--- src/rtl/mux8_4to1b.sv ---
// -----------------------------------------------------------------------------
// mux8_4to1b -- 4-input byte steering multiplexer with optional registered copy
//
// Selects one of four WIDTH-bit sources onto F using a one-hot 2-to-4 select
// decode and per-bit AND-OR gating (no priority between sources). F is purely
// combinational. F_q is a load-enabled register of F for pipelined consumers.
//
// Ports (positional order is fixed; legacy users connect only the first six):
//   F      out  WIDTH  combinational selected data
//   A      in   WIDTH  source, Sel=2'b00
//   B      in   WIDTH  source, Sel=2'b01
//   C      in   WIDTH  source, Sel=2'b10
//   D      in   WIDTH  source, Sel=2'b11
//   Sel    in   2      select
//   clk    in   1      rising-edge clock, F_q only
//   rst_n  in   1      async active-low reset, F_q only
//   en     in   1      load enable for F_q
//   F_q    out  WIDTH  registered copy of F
// -----------------------------------------------------------------------------

// One output bit: AND each source with its decoded select, then OR.
module mux8_4to1b_lane (
    input  wire i_a,
    input  wire i_b,
    input  wire i_c,
    input  wire i_d,
    input  wire i_s0,
    input  wire i_s1,
    input  wire i_s2,
    input  wire i_s3,
    output wire o_f
);
    wire w_t0, w_t1, w_t2, w_t3;

    and g_a0 (w_t0, i_a, i_s0);
    and g_a1 (w_t1, i_b, i_s1);
    and g_a2 (w_t2, i_c, i_s2);
    and g_a3 (w_t3, i_d, i_s3);
    or  g_o  (o_f, w_t0, w_t1, w_t2, w_t3);
endmodule

module mux8_4to1b #(
    parameter int WIDTH = 8
) (
    output logic [WIDTH-1:0] F,
    input  logic [WIDTH-1:0] A,
    input  logic [WIDTH-1:0] B,
    input  logic [WIDTH-1:0] C,
    input  logic [WIDTH-1:0] D,
    input  logic [1:0]       Sel,
    input  logic             clk,
    input  logic             rst_n,
    input  logic             en,
    output logic [WIDTH-1:0] F_q
);
    logic             w_s0, w_s1, w_s2, w_s3;
    logic [WIDTH-1:0] w_f;
    logic [WIDTH-1:0] r_fq;

    // One-hot decode; exactly one term is high for any known Sel.
    assign w_s0 = ~Sel[1] & ~Sel[0];
    assign w_s1 = ~Sel[1] &  Sel[0];
    assign w_s2 =  Sel[1] & ~Sel[0];
    assign w_s3 =  Sel[1] &  Sel[0];

    for (genvar i = 0; i < WIDTH; i++) begin : g_lane
        mux8_4to1b_lane u_lane (
            .i_a  (A[i]),
            .i_b  (B[i]),
            .i_c  (C[i]),
            .i_d  (D[i]),
            .i_s0 (w_s0),
            .i_s1 (w_s1),
            .i_s2 (w_s2),
            .i_s3 (w_s3),
            .o_f  (w_f[i])
        );
    end

    // F never touches clk/rst_n/en, so it stays correct when those are left open.
    assign F = w_f;

    always_ff @(posedge clk or negedge rst_n) begin
        if (!rst_n)
            r_fq <= '0;
        else if (en)
            r_fq <= w_f;
    end

    assign F_q = r_fq;
endmodule

--- config.mk ---
export PLATFORM = sky130hd
export DESIGN_NAME = mux8_4to1b
export DESIGN_NICKNAME = d
export VERILOG_FILES = /design/src/rtl/mux8_4to1b.sv
export SDC_FILE = /design/constraint.sdc
export NUM_CORES = 1
export LEC_CHECK = 0
export CAP_MARGIN = 15
export CORE_ASPECT_RATIO = 1.1
export CORE_MARGIN = 2
export CORE_UTILIZATION = 29
export CTS_CLUSTER_DIAMETER = 50
export DETAILED_ROUTE_END_ITERATION = 10
export PLACE_DENSITY = 0.74
export SLEW_MARGIN = 20
export SYNTH_ARGS = -nofsm -noshare
export SYNTH_HDL_FRONTEND = slang
export SYNTH_SLANG_ARGS = --single-unit
--- constraint.sdc ---
create_clock -name clk -period 0.9 [get_ports clk]
set_clock_uncertainty 0.05 [all_clocks]
set_input_delay 0.09 -clock clk [delete_from_list [all_inputs] [get_ports clk]]
set_output_delay 0.09 -clock clk [all_outputs]
set_load 0.03 [all_outputs]
* Yosys cells after proc, flatten, opt, wreduce, memory -nomap -nowiden
Cells that the tools add are included.
Cells by class: add/sub/neg operators 0, $mul 0, divide/modulo/power cells 0, order comparisons 0, equality and inequality tests 0, shifts and indexed selects 0, muxes and demuxes 0, bitwise operators 38, reduce and logical (&&, ||, !) cells 8
Operator list (count):
- 1-bit AND | 36
- 4-bit OR reduction | 8
- 1-bit NOT | 2
Storage, ports and cells: register bits after elaboration 8, latch bits 0, bits in writable memories 0, ROM bits 0, input port bits 37, output and inout port bits 16, logic and storage cells 47, memories 0

* Logic depth before layout (Yosys ltp)
depth after elaboration 4, depth in mapped cells 5, depth with buffers taken out 2

* By module
Synthesis repeated with hierarchy kept, for this count alone.
Second synthesis, totals: cells, all modules 45, area total of the unflattened synthesis 504.2 µm²
By module, submodules not included:
- mux8_4to1b | times used 1, cells each 21, area an instance 354.1 µm², sequential area each 200.2 µm²
- mux8_4to1b_lane | times used 8, cells each 3, area an instance 18.8 µm², sequential area each 0.0 µm²

* Least setup slack after synthesis
No wires, ideal clock.
kind input-to-output, start in Sel[1], end out F[0], arrival time 806 ps, slack -46 ps, stages 5, path buffers 3, cell sequence buf_6 -> buf_12 -> mux2i_1 -> mux2i_1 -> buf_4
Between the ends: longest elaborated chain between the ends 4
RTL lines:
- start: declaration | line 50 | input logic [1:0] Sel,
- 1-bit NOT | line 61, 62
- 1-bit AND, on equally long branches | line 62, 61
- 1-bit AND, on equally long branches | line 36, 35
- 4-bit OR reduction (*) | line 39 | or g_o (o_f, w_t0, w_t1, w_t2, w_t3);
- end: declaration | line 45 | output logic [WIDTH-1:0] F,
Mark *: on every way between the ends. The rest lies on a longest branch, timed or not.

* Worst setup path in the final report
start in Sel[1], end out F[5]
The elaborated chain is that of the path after synthesis.

==> impl_metrics.py <==
metrics = {
    "run_status": {
        "status": "finished with violations",
        "violations": "setup timing",
    },
    "hold_path": {
        "hp-class": "input pin to asynchronous set/reset pin",
    },
    "synthesis": {
        "synth_commonest_cells": "mux2i_1 (24), nand2b_1 (9), buf_4 (8), dfrtp_1 (8), o221ai_1 (8)",
        "yosysMostFrequentCell": "mux2i_1",
        "synth_ff_type": "dfrtp_1",
        "synth_seq_cells": 8,
        "synth_seq_area_share_pct": 29.5,
        "yosys_warnings": 0,
        "yosys.area.top_type": "mux2i_1",
        "synth_area_per_cell_um2": 10.9,
        "synth-edff-count": 0,
        "synth_cells": 62,
        "synth_nets": 99,
        "synth_top_area_share_pct": 35.4,
        "ys_top_cells_by_area": "mux2i_1 (35%), dfrtp_1 (30%), o221ai_1 (10%)",
        "syn-cell-area_um2": 678,
        "yosysUniqueCellTypes": 9,
        "async_reset_ff_share_pct": 100,
    },
    "clocking": {
        "clk_pin_slew_ns": 0.06,
        "root_buffer": "clkbuf_4",
        "clock_sinks": 8,
        "clock_path_buffers": 2,
        "cts_max_level": 1,
        "worst_skew_pair.late_latency_ns": 0.25,
        "numCtsBuffers": 3,
        "tritoncts": "built",
        "cts_hold_buf": 0,
    },
    "cells_and_area": {
        "layout.nets": 171,
        "fill_cells": 191,
        "num_antenna_cells": 0,
        "areaGrowthSynthToFinish_pct": 107,
        "largest_reg_flops": 8,
        "final_layout_size_suffix_gt1_share_pct": 47.0,
    },
    "power": {
        "irDropWorstVdd_uv": 657,
        "p_leak_uw": 0.000693,
        "finalPower_uw": 1570,
        "p_per_area_nw_per_um2": 1120,
    },
    "floorplan": {
        "row_count": 18,
        "die_h_um": 54.7,
        "dieArea_um2": 2740,
        "die_x_um": 50.1,
        "ios": 53,
        "initial_utilization_pct": 30.4,
        "fp.coreArea_um2": 2230,
    },
    "timing": {
        "period_share_pct": 113,
        "final.setup.tns_ns": -0.868,
        "fmax_mhz": 982,
        "hold_viol_final": 0,
        "setup_ws_ns": -0.119,
        "finalMaxSlewViolations": 0,
        "finalCriticalPeriod_ns": 1.02,
        "setup_viol_count_final": 17,
        "tightest_slew_ns": 0.406,
        "rsz0062_at_grt": "true",
        "max-slew-margin-rel_pct": 72.9,
    },
    "route": {
        "drcViolationCount": 0,
        "vias": 740,
        "routed_via_density": 4.57,
        "drt_iter0_markers": 8,
        "wire_per_inst_um": 14.2,
        "ant_nets": 0,
        "wl_um": 2310,
        "drt_pass1_iterations": 3,
    },
    "worst_setup_path": {
        "critPathKind": "input pin to output port",
        "crit_top_cell": "mux2i_1",
        "start_kind": "input pin",
        "critPathTopFamily": "buffers and inverters",
        "worst_setup_path_end_kind": "output port",
        "crit_fanout": 8,
        "path_buf_inv": 3,
        "critPathRequiredTime_ns": 0.76,
        "slowest_stage": "mux2i_1",
        "crit_arrival_ns": 0.88,
        "path_cells": "buf_8 > buf_12 > mux2i_1 > mux2i_1 > buf_4",
        "max_stage_delay_ns": 0.27,
    },
    "run": {
        "maxCapViolations": 0,
    },
    "global_route": {
        "gr-total-overflow": 0,
        "antenna_found_initial": 0,
        "track_usage_pct": 17.4,
        "grt_pass1_vias": 781,
        "grt_pass1_wl_um": 3550,
        "grt_max_degree": 9,
    },
    "placement": {
        "hpwlAfterDp_um": 1540,
        "portBuffers": 52,
        "gp_congestion": 0.705,
    },
}
cell type report:
| cell class | instances | area [µm²] | share of cell area [%] |
|---|---|---|---|
| Tap cell | 30 | 37.5 | 2.67 |
| Sequential cell | 8 | 200 | 14.3 |
| Timing Repair Buffer | 79 | 701 | 49.9 |
| Clock buffer | 3 | 22.5 | 1.60 |
| Multi-Input combinational cell | 42 | 443 | 31.6 |
placed cells by master (no fill, tap or decap):
cell type / n
o221ai_1: 6
clkdlybuf4s50_1: 1
dlygate4sd2_1: 33
dfrtp_1: 8
nand2_2: 1
o221ai_2: 2
mux2i_1: 14
buf_12: 2
buf_4: 32
clkbuf_4: 3
buf_6: 9
nand2b_2: 1
buf_2: 1
buf_8: 1
mux2i_2: 8
mux2i_4: 2
nand2b_1: 8
cells by family after synthesis:
kind of cell | share of synthesized area (%)
AND/OR/NAND/NOR | 8.85
AO/OA/AOI/OAI | 10.3
flip-flops | 29.5
buffers and inverters | 15.9
multiplexers | 35.4
worst reg2reg max path: stages, from the launching register on:
cell and delay (ns):
dfrtp_1 0.39, buf_4 0.13, nand2b_1 0.07, o221ai_1 0.13
metrics by stage:
step / worst slack (ns) / hold slack, ns / utilization [%] / instance area, µm² / cells
floorplan: -0.0196 / -0.256 / - / 687 / 62
global placement: -0.533 / 0.348 / 51.2 / 1140 / 139
detailed placement: -0.572 / 0.372 / 51.2 / 1140 / 139
CTS: -0.0653 / 0.0982 / 59.8 / 1330 / 159
global route: -0.169 / 0.108 / 63.0 / 1400 / 162
finish: -0.119 / 0.0791 / 63.0 / 1400 / 162
metal layers:
| metal | routed length, µm | up-vias | global-route usage (%) |
|---|---|---|---|
| met5 | 0 | - | 0 |
| met3 | 263 | 2 | 5.74 |
| met1 | 872 | 333 | 19.9 |
| li1 | - | 368 | - |
| met2 | 1160 | 37 | 30.9 |
| met4 | 8 | 0 | 5.56 |
report_power, final:
group          internal, µW  leakage [µW]  switching [µW]
combinational           452      0.000581             392
sequential              405     0.0000982            34.7
clock                   153     0.0000138             132
worst paths after layout:
path,startpoint,to,slack [ns],depth (start not counted)
worst max-delay path,Sel[1],F[5],-0.12,5
worst min-delay path,rst_n,F_q[7]$_DFFE_PN0P_,0.08,1
worst max register to register,F_q[5]$_DFFE_PN0P_,F_q[5]$_DFFE_PN0P_,-0.01,3
worst min register to register,F_q[3]$_DFFE_PN0P_,F_q[3]$_DFFE_PN0P_,0.47,2
max in group asynchronous,rst_n,F_q[3]$_DFFE_PN0P_,0.43,1
min in group clk,B[0],F_q[0]$_DFFE_PN0P_,0.25,3
repair_timing:
item                                    CTS  global route
setup buffers                            17             3
cloned                                    0             0
endpoints found under the setup margin   24            18
resized for setup                        66             9
Power figures use the tool's default switching activity.
